`config.mk`:
```
export PLATFORM = sky130hd
export DESIGN_NAME = mult_control_unit
export DESIGN_NICKNAME = d
export VERILOG_FILES = /design/src/rtl/mult_pkg.sv /design/src/rtl/mult_control_unit_iter_counter.sv /design/src/rtl/mult_control_unit.sv
export SDC_FILE = /design/constraint.sdc
export NUM_CORES = 1
export LEC_CHECK = 0
export CAP_MARGIN = 20
export CORE_AREA = 4 4 41 43
export CTS_CLUSTER_DIAMETER = 80
export DETAILED_ROUTE_END_ITERATION = 16
export DIE_AREA = 0 0 45 47
export GPL_ROUTABILITY_DRIVEN = 0
export PLACE_DENSITY = 0.6
export SLEW_MARGIN = 0
export SYNTH_ARGS = -nofsm -noshare
export SYNTH_HDL_FRONTEND = slang
export SYNTH_SLANG_ARGS = --single-unit
```
`constraint.sdc`:
```
create_clock -name clk -period 1.35 [get_ports clk]
set_input_delay 0.3375 -clock clk [delete_from_list [all_inputs] [get_ports clk]]
set_output_delay 0.3375 -clock clk [all_outputs]
set_load 0.03 [all_outputs]
```
`src/rtl/mult_pkg.sv`:
```
// Shared constants for the shift-and-add multiplier sequencer: default width
// and the binary state encoding of the control FSM.
package mult_pkg;

  localparam int DEFAULT_WIDTH = 8;

  localparam logic [2:0] S_IDLE  = 3'd0;
  localparam logic [2:0] S_LOAD  = 3'd1;
  localparam logic [2:0] S_CHECK = 3'd2;
  localparam logic [2:0] S_ADD   = 3'd3;
  localparam logic [2:0] S_SHIFT = 3'd4;
  localparam logic [2:0] S_DONE  = 3'd5;

endpackage

```
`src/rtl/mult_control_unit_iter_counter.sv`:
```
// Loadable down-counter with a zero flag; tracks the remaining multiplier bits.
module iter_counter #(
  parameter int W = 3
) (
  input  logic         i_clk,
  input  logic         i_reset,
  input  logic         i_load,
  input  logic         i_dec,
  input  logic [W-1:0] i_load_val,
  output logic         o_zero
);

  logic [W-1:0] r_count;

  // Load has priority over decrement.
  always_ff @(posedge i_clk) begin
    if (i_reset) begin
      r_count <= '0;
    end else if (i_load) begin
      r_count <= i_load_val;
    end else if (i_dec) begin
      r_count <= r_count - 1'b1;
    end
  end

  assign o_zero = (r_count == '0);

endmodule

```
`src/rtl/mult_control_unit.sv`:
```
// Moore sequencer for the shift-and-add multiplier datapath: load, then one
// check/(add)/shift round per multiplier bit, then a one-cycle done pulse.
module mult_control_unit
  import mult_pkg::*;
#(
  parameter int WIDTH = DEFAULT_WIDTH
) (
  input  logic       clk,
  input  logic       reset,
  input  logic       start,
  input  logic       q0,
  output logic       load,
  output logic       add,
  output logic       shift,
  output logic       busy,
  output logic       done,
  output logic [2:0] dbg_state
);

  localparam int CW = (WIDTH > 1) ? $clog2(WIDTH) : 1;
  localparam logic [CW-1:0] CNT_INIT = CW'(WIDTH - 1);

  logic [2:0] r_state;
  logic [2:0] w_next;
  logic       w_cnt_zero;
  logic       w_cnt_load;
  logic       w_cnt_dec;

  // Host handshake: start is a request honoured only while busy=0; once taken,
  // busy stays high until the cycle after the single-cycle done pulse.
  always_ff @(posedge clk) begin
    if (reset) begin
      r_state <= S_IDLE;
    end else begin
      r_state <= w_next;
    end
  end

  always_comb begin
    w_next = S_IDLE;
    case (r_state)
      S_IDLE:  w_next = start ? S_LOAD : S_IDLE;
      S_LOAD:  w_next = S_CHECK;
      S_CHECK: w_next = q0 ? S_ADD : S_SHIFT;
      S_ADD:   w_next = S_SHIFT;
      S_SHIFT: w_next = w_cnt_zero ? S_DONE : S_CHECK;
      S_DONE:  w_next = S_IDLE;
      default: w_next = S_IDLE;
    endcase
  end

  // The last SHIFT leaves the counter at zero, so it never wraps.
  assign w_cnt_load = (r_state == S_LOAD);
  assign w_cnt_dec  = (r_state == S_SHIFT) && !w_cnt_zero;

  iter_counter #(
    .W(CW)
  ) u_iter_counter (
    .i_clk      (clk),
    .i_reset    (reset),
    .i_load     (w_cnt_load),
    .i_dec      (w_cnt_dec),
    .i_load_val (CNT_INIT),
    .o_zero     (w_cnt_zero)
  );

  assign load      = (r_state == S_LOAD);
  assign add       = (r_state == S_ADD);
  assign shift     = (r_state == S_SHIFT);
  assign done      = (r_state == S_DONE);
  assign busy      = (r_state != S_IDLE) && (r_state <= S_DONE);
  assign dbg_state = r_state;

endmodule

```
== Word-level counts from Yosys, hierarchy flattened ==
Index checks and enable logic that the tools add are counted.

* Add/sub/neg operators: 1
* Magnitude comparators: 1
* Equality and inequality tests: 5
* Mux-type cells: 6
* Reduce and logical (&&, ||, !) cells: 7

{| class="wikitable"
|+ Operator list
! cell !! number
|-
| case mux 3 bit (5 select lines) || 1
|-
| 2-to-1 mux 3 bit || 4
|-
| == test 3 x 2 -> 1 bit, second input constant || 2
|-
| == test 3 bit, second input constant || 2
|-
| logical NOT 3 bit || 2
|-
| == test 3 x 1 -> 1 bit, second input constant || 1
|-
| <= comparator 3 bit, second input constant || 1
|-
| nonzero test 3 bit || 1
|-
| subtractor 3 x 1 -> 3 bit, second input constant || 1
|-
| logical AND 1 bit || 2
|-
| nonzero test 2 bit || 1
|-
| logical NOT 1 bit || 1
|-
| 2-to-1 mux 1 bit || 1
|}

* Bits in registers: 6
* Bits of input ports: 4
* Output and inout bits: 8
* Word-level logic and storage cells: 22

== Logic depth before layout (Yosys ltp) ==
* Depth after elaboration: 5
* Depth in mapped cells: 5

== Modules after synthesis ==
A second synthesis with hierarchy kept.

* Cells, all modules: 42
* Area total of the unflattened synthesis: 371.6 um^2

{| class="wikitable"
|+ By module, submodules not included
! module !! instances !! cells an instance !! area each (um^2)
|-
| mult_control_unit || 1 || 21 || 187.7
|-
| iter_counter || 1 || 21 || 183.9
|}

== Worst setup path after synthesis ==
OpenSTA, ideal clock, no wires.

* Kind: register to output
* Start: reg r_state[2] (netlist: dbg_state[2])
* End: out done
* Data arrival time: 1,514 ps
* Required time: 1,013 ps
* Slack: -501 ps
* Cell stages (with the launch flop): 3
* Cell sequence: dfxtp_1 -> buf_2 -> nor3b_1

* Cells in the longest elaborated chain, start to end: 1

{| class="wikitable"
|+ Ends and longest elaborated chain
! item !! RTL line !! source
|-
| from (decl) || mult_control_unit.sv:23 || <nowiki>logic [2:0] r_state;</nowiki>
|-
| from (signal assigned) || mult_control_unit.sv:35 || <nowiki>r_state <= w_next;</nowiki>
|-
| == test 3 bit || mult_control_unit.sv:70 || <nowiki>assign done = (r_state == S_DONE);</nowiki>
|-
| to (decl) || mult_control_unit.sv:16 || <nowiki>output logic done,</nowiki>
|}

Every way passes these cells.

== Worst setup path after layout ==
Ends and elaborated chain as after synthesis.

==> out/qor.csv <==
metric,value,unit
status,"finished, violations left",
failing checks,negative setup slack,
setup tns final,-233.4,ps
CP required,1010,ps
Final Slew Violations,0,
DR iter-0 viols,4,
Initial Utilization,30.10,%
# IOs,12,
Worst slew margin,82.53,%
syn_nets,51,
Setup CP Type,reg -> out,
highest net fanout along the worst path,7,
first drt pass iteration count,4,
Commonest cells post-synth,"6 x dfxtp_1, 6 x inv_1, 4 x a21oi_1, 3 x a311oi_1, 3 x nor2b_1",
Nets,80,
number of fill cells in the layout,116,
Clock transition at path regs,40,ps
fin crit share,106.1,%
Syn Inst Count,45,
pin count of the biggest net entering global routing,8,
final instance area,719.4,µm²
area share of the largest cell type after synthesis,30.67,%
Pwr per Cell Area,1076,nW/µm²
synthesized area per cell,8.703,µm²
post-DP HPWL,690.3,µm
CTS H-tree lvls,1,
CTS sink cnt,6,
Logic pwr share,48.1,%
fin util,55.29,%
global route overflow,0,
diode count,0,
Sequential Power Share,30.7,%
Place WS,-81.00,ps
Syn-to-layout area delta,83.71,%
Num CTS Buffers,3,
Worst Setup End Kind,output pin,
CTS Buffer Depth,2,
worst skew pair latency,240,ps
Hold Crit Class,reg -> reg,
setup ws final,-82.27,ps
GRT Resource Usage Total,12.50,%
max cap viols,0,
Arrival @ worst endpoint,1090,ps
post-route ant nets,0,
Fin Clk Skew,1.631,ps
"Cell Area, Placed",553.0,µm²
NetSw,0.2713,mW
RSZ-0062 raised after global routing,true,
vias in the first global route,408,
dominant cell type by area after synthesis,dfxtp_1,
CTS tree,built,
"EDFF count, synth",0,
share of the yosys chip area belonging to registers,30.67,%
largest cells by area after synthesis,"dfxtp_1 31%, a311oi_1 6.7%, ha_1 6.4%, inv_1 5.8%, a21oi_1 5.1%",
initial antenna violation count,0,
crit path launch type,flip-flop,
Core Footprint,1301,µm²
Routed WL,1.085,mm
minimum clock period,1432,ps
Synth Cell Area,391.6,µm²
Internal Pwr Total,0.5029,mW
routed len/inst,12.47,µm
YS warnings,0,
CTS root buf,clkbuf_4,
ys async rst share,0,%
Hold WS,506.6,ps
"flops & latches, synth",6,
DRC,0,
leakage power,0.3126,nW
hold_buf cts,0,
peak supply drop,0.6207,mV
Vias/cell,5.057,
worst slew pin tran,260.5,ps
Synth cell types,24,
ys flop type,dfxtp_1,
FP Rows,13,
switch share,35.04,%
routed via count,440,
final hold vios,0,
port bufs,11,
die height,47,µm
achievable frequency,698.2,MHz
final setup violating endpoints,5,
DIE AREA,2115,µm²
fraction of layout cells with a size suffix above 1,56.94,%
global-route wire length before repair,1.794,mm
Die Width,45,µm
Clk pwr share,21.2,%
==> kinds of logic (layout without fill, tap and decap cells) <==
group	Yosys count	count (layout)	synth area share, %
XOR/XNOR	1	1	2.237
adder cells (fa/ha/maj)	2	2	6.389
AO/OA/AOI/OAI	13	13	23.64
flip-flops	6	6	30.67
AND/OR/NAND/NOR	14	14	25.24
buffers and inverters	9	36	11.82
==> through the flow <==
step	power [mW]	std cells
after CTS	0.7488	87
after detailed placement	0.5170	74
after global placement	0.5125	74
final	0.7742	87
after floorplan	0.4282	45
after global routing	0.8228	87
==> flip-flops by register name, summed over array words and instances (netlist names) <==
| register | flops |
|---|---|
| dbg_state | 3 |
| u_iter_counter.r_count | 3 |
==> layout make-up <==
cell class	count	area, µm²	share of cell area (%)
clock buffer	3	22.52	3.130
timing repair buffer	27	247.7	34.43
inverter	6	22.52	3.130
sequential	6	132.6	18.43
tap	15	18.77	2.609
multi-input combinational	30	275.3	38.26
==> per-layer routing <==
metal,global-route usage [%],vias to the layer above,part of all wire [%]
li1,-,217,-
met1,12.56,207,41
met2,21.47,12,49
met3,2.299,4,5.8
met4,12.28,0,3.9
met5,0,-,0
==> power groups by stage <==
| stage | clock (mW) | combinational (mW) | sequential (mW) |
|---|---|---|---|
| 3_3_place_gp | 0 | 0.272 | 0.240 |
| 2_1_floorplan | 0 | 0.192 | 0.236 |
| 5_1_grt | 0.181 | 0.401 | 0.241 |
| 4_1_cts | 0.171 | 0.346 | 0.232 |
| 3_5_place_dp | 0 | 0.276 | 0.241 |
| 6_report | 0.164 | 0.372 | 0.238 |
==> critical path, stage by stage (launching register included) <==
cell and delay (ps):
dfxtp_4 410, buf_6 120, nor3b_4 170, buf_6 150
==> worst paths after layout <==
kind                            slack (ps)  cells after the start                   endpoint                 startpoint
worst max register to register          70                      5  u_iter_counter.r_count[2]               dbg_state[0]
worst min-delay path                   510                      1  u_iter_counter.r_count[0]  u_iter_counter.r_count[0]
worst min register to register         510                      1  u_iter_counter.r_count[0]  u_iter_counter.r_count[0]
worst max-delay path                   -80                      3                       done               dbg_state[2]
==> cells in the final DEF (no fill, tap or decap) <==
master,n
buf_4,14
buf_6,10
inv_1,6
nor3b_4,3
a21oi_1,3
a311oi_1,3
clkbuf_4,3
dfxtp_4,3
clkdlybuf4s50_1,3
nor2b_4,2
nand2b_1,2
a211oi_1,2
dfxtp_1,2
and2_2,1
nor3_2,1
a21oi_2,1
o21ai_0,1
nor2_1,1
nand3_1,1
nand2_1,1
nor3_1,1
xnor2_1,1
a32o_1,1
a31oi_1,1
nor2b_1,1
a2111oi_2,1
ha_2,1
ha_1,1
dfxtp_2,1
==> timing repair <==
action,CTS,global route
gates resized for setup,12,8
pin swaps,2,3
buffers inserted,10,0
setup endpoints to repair,6,8
(Power assumes the default switching activity.)
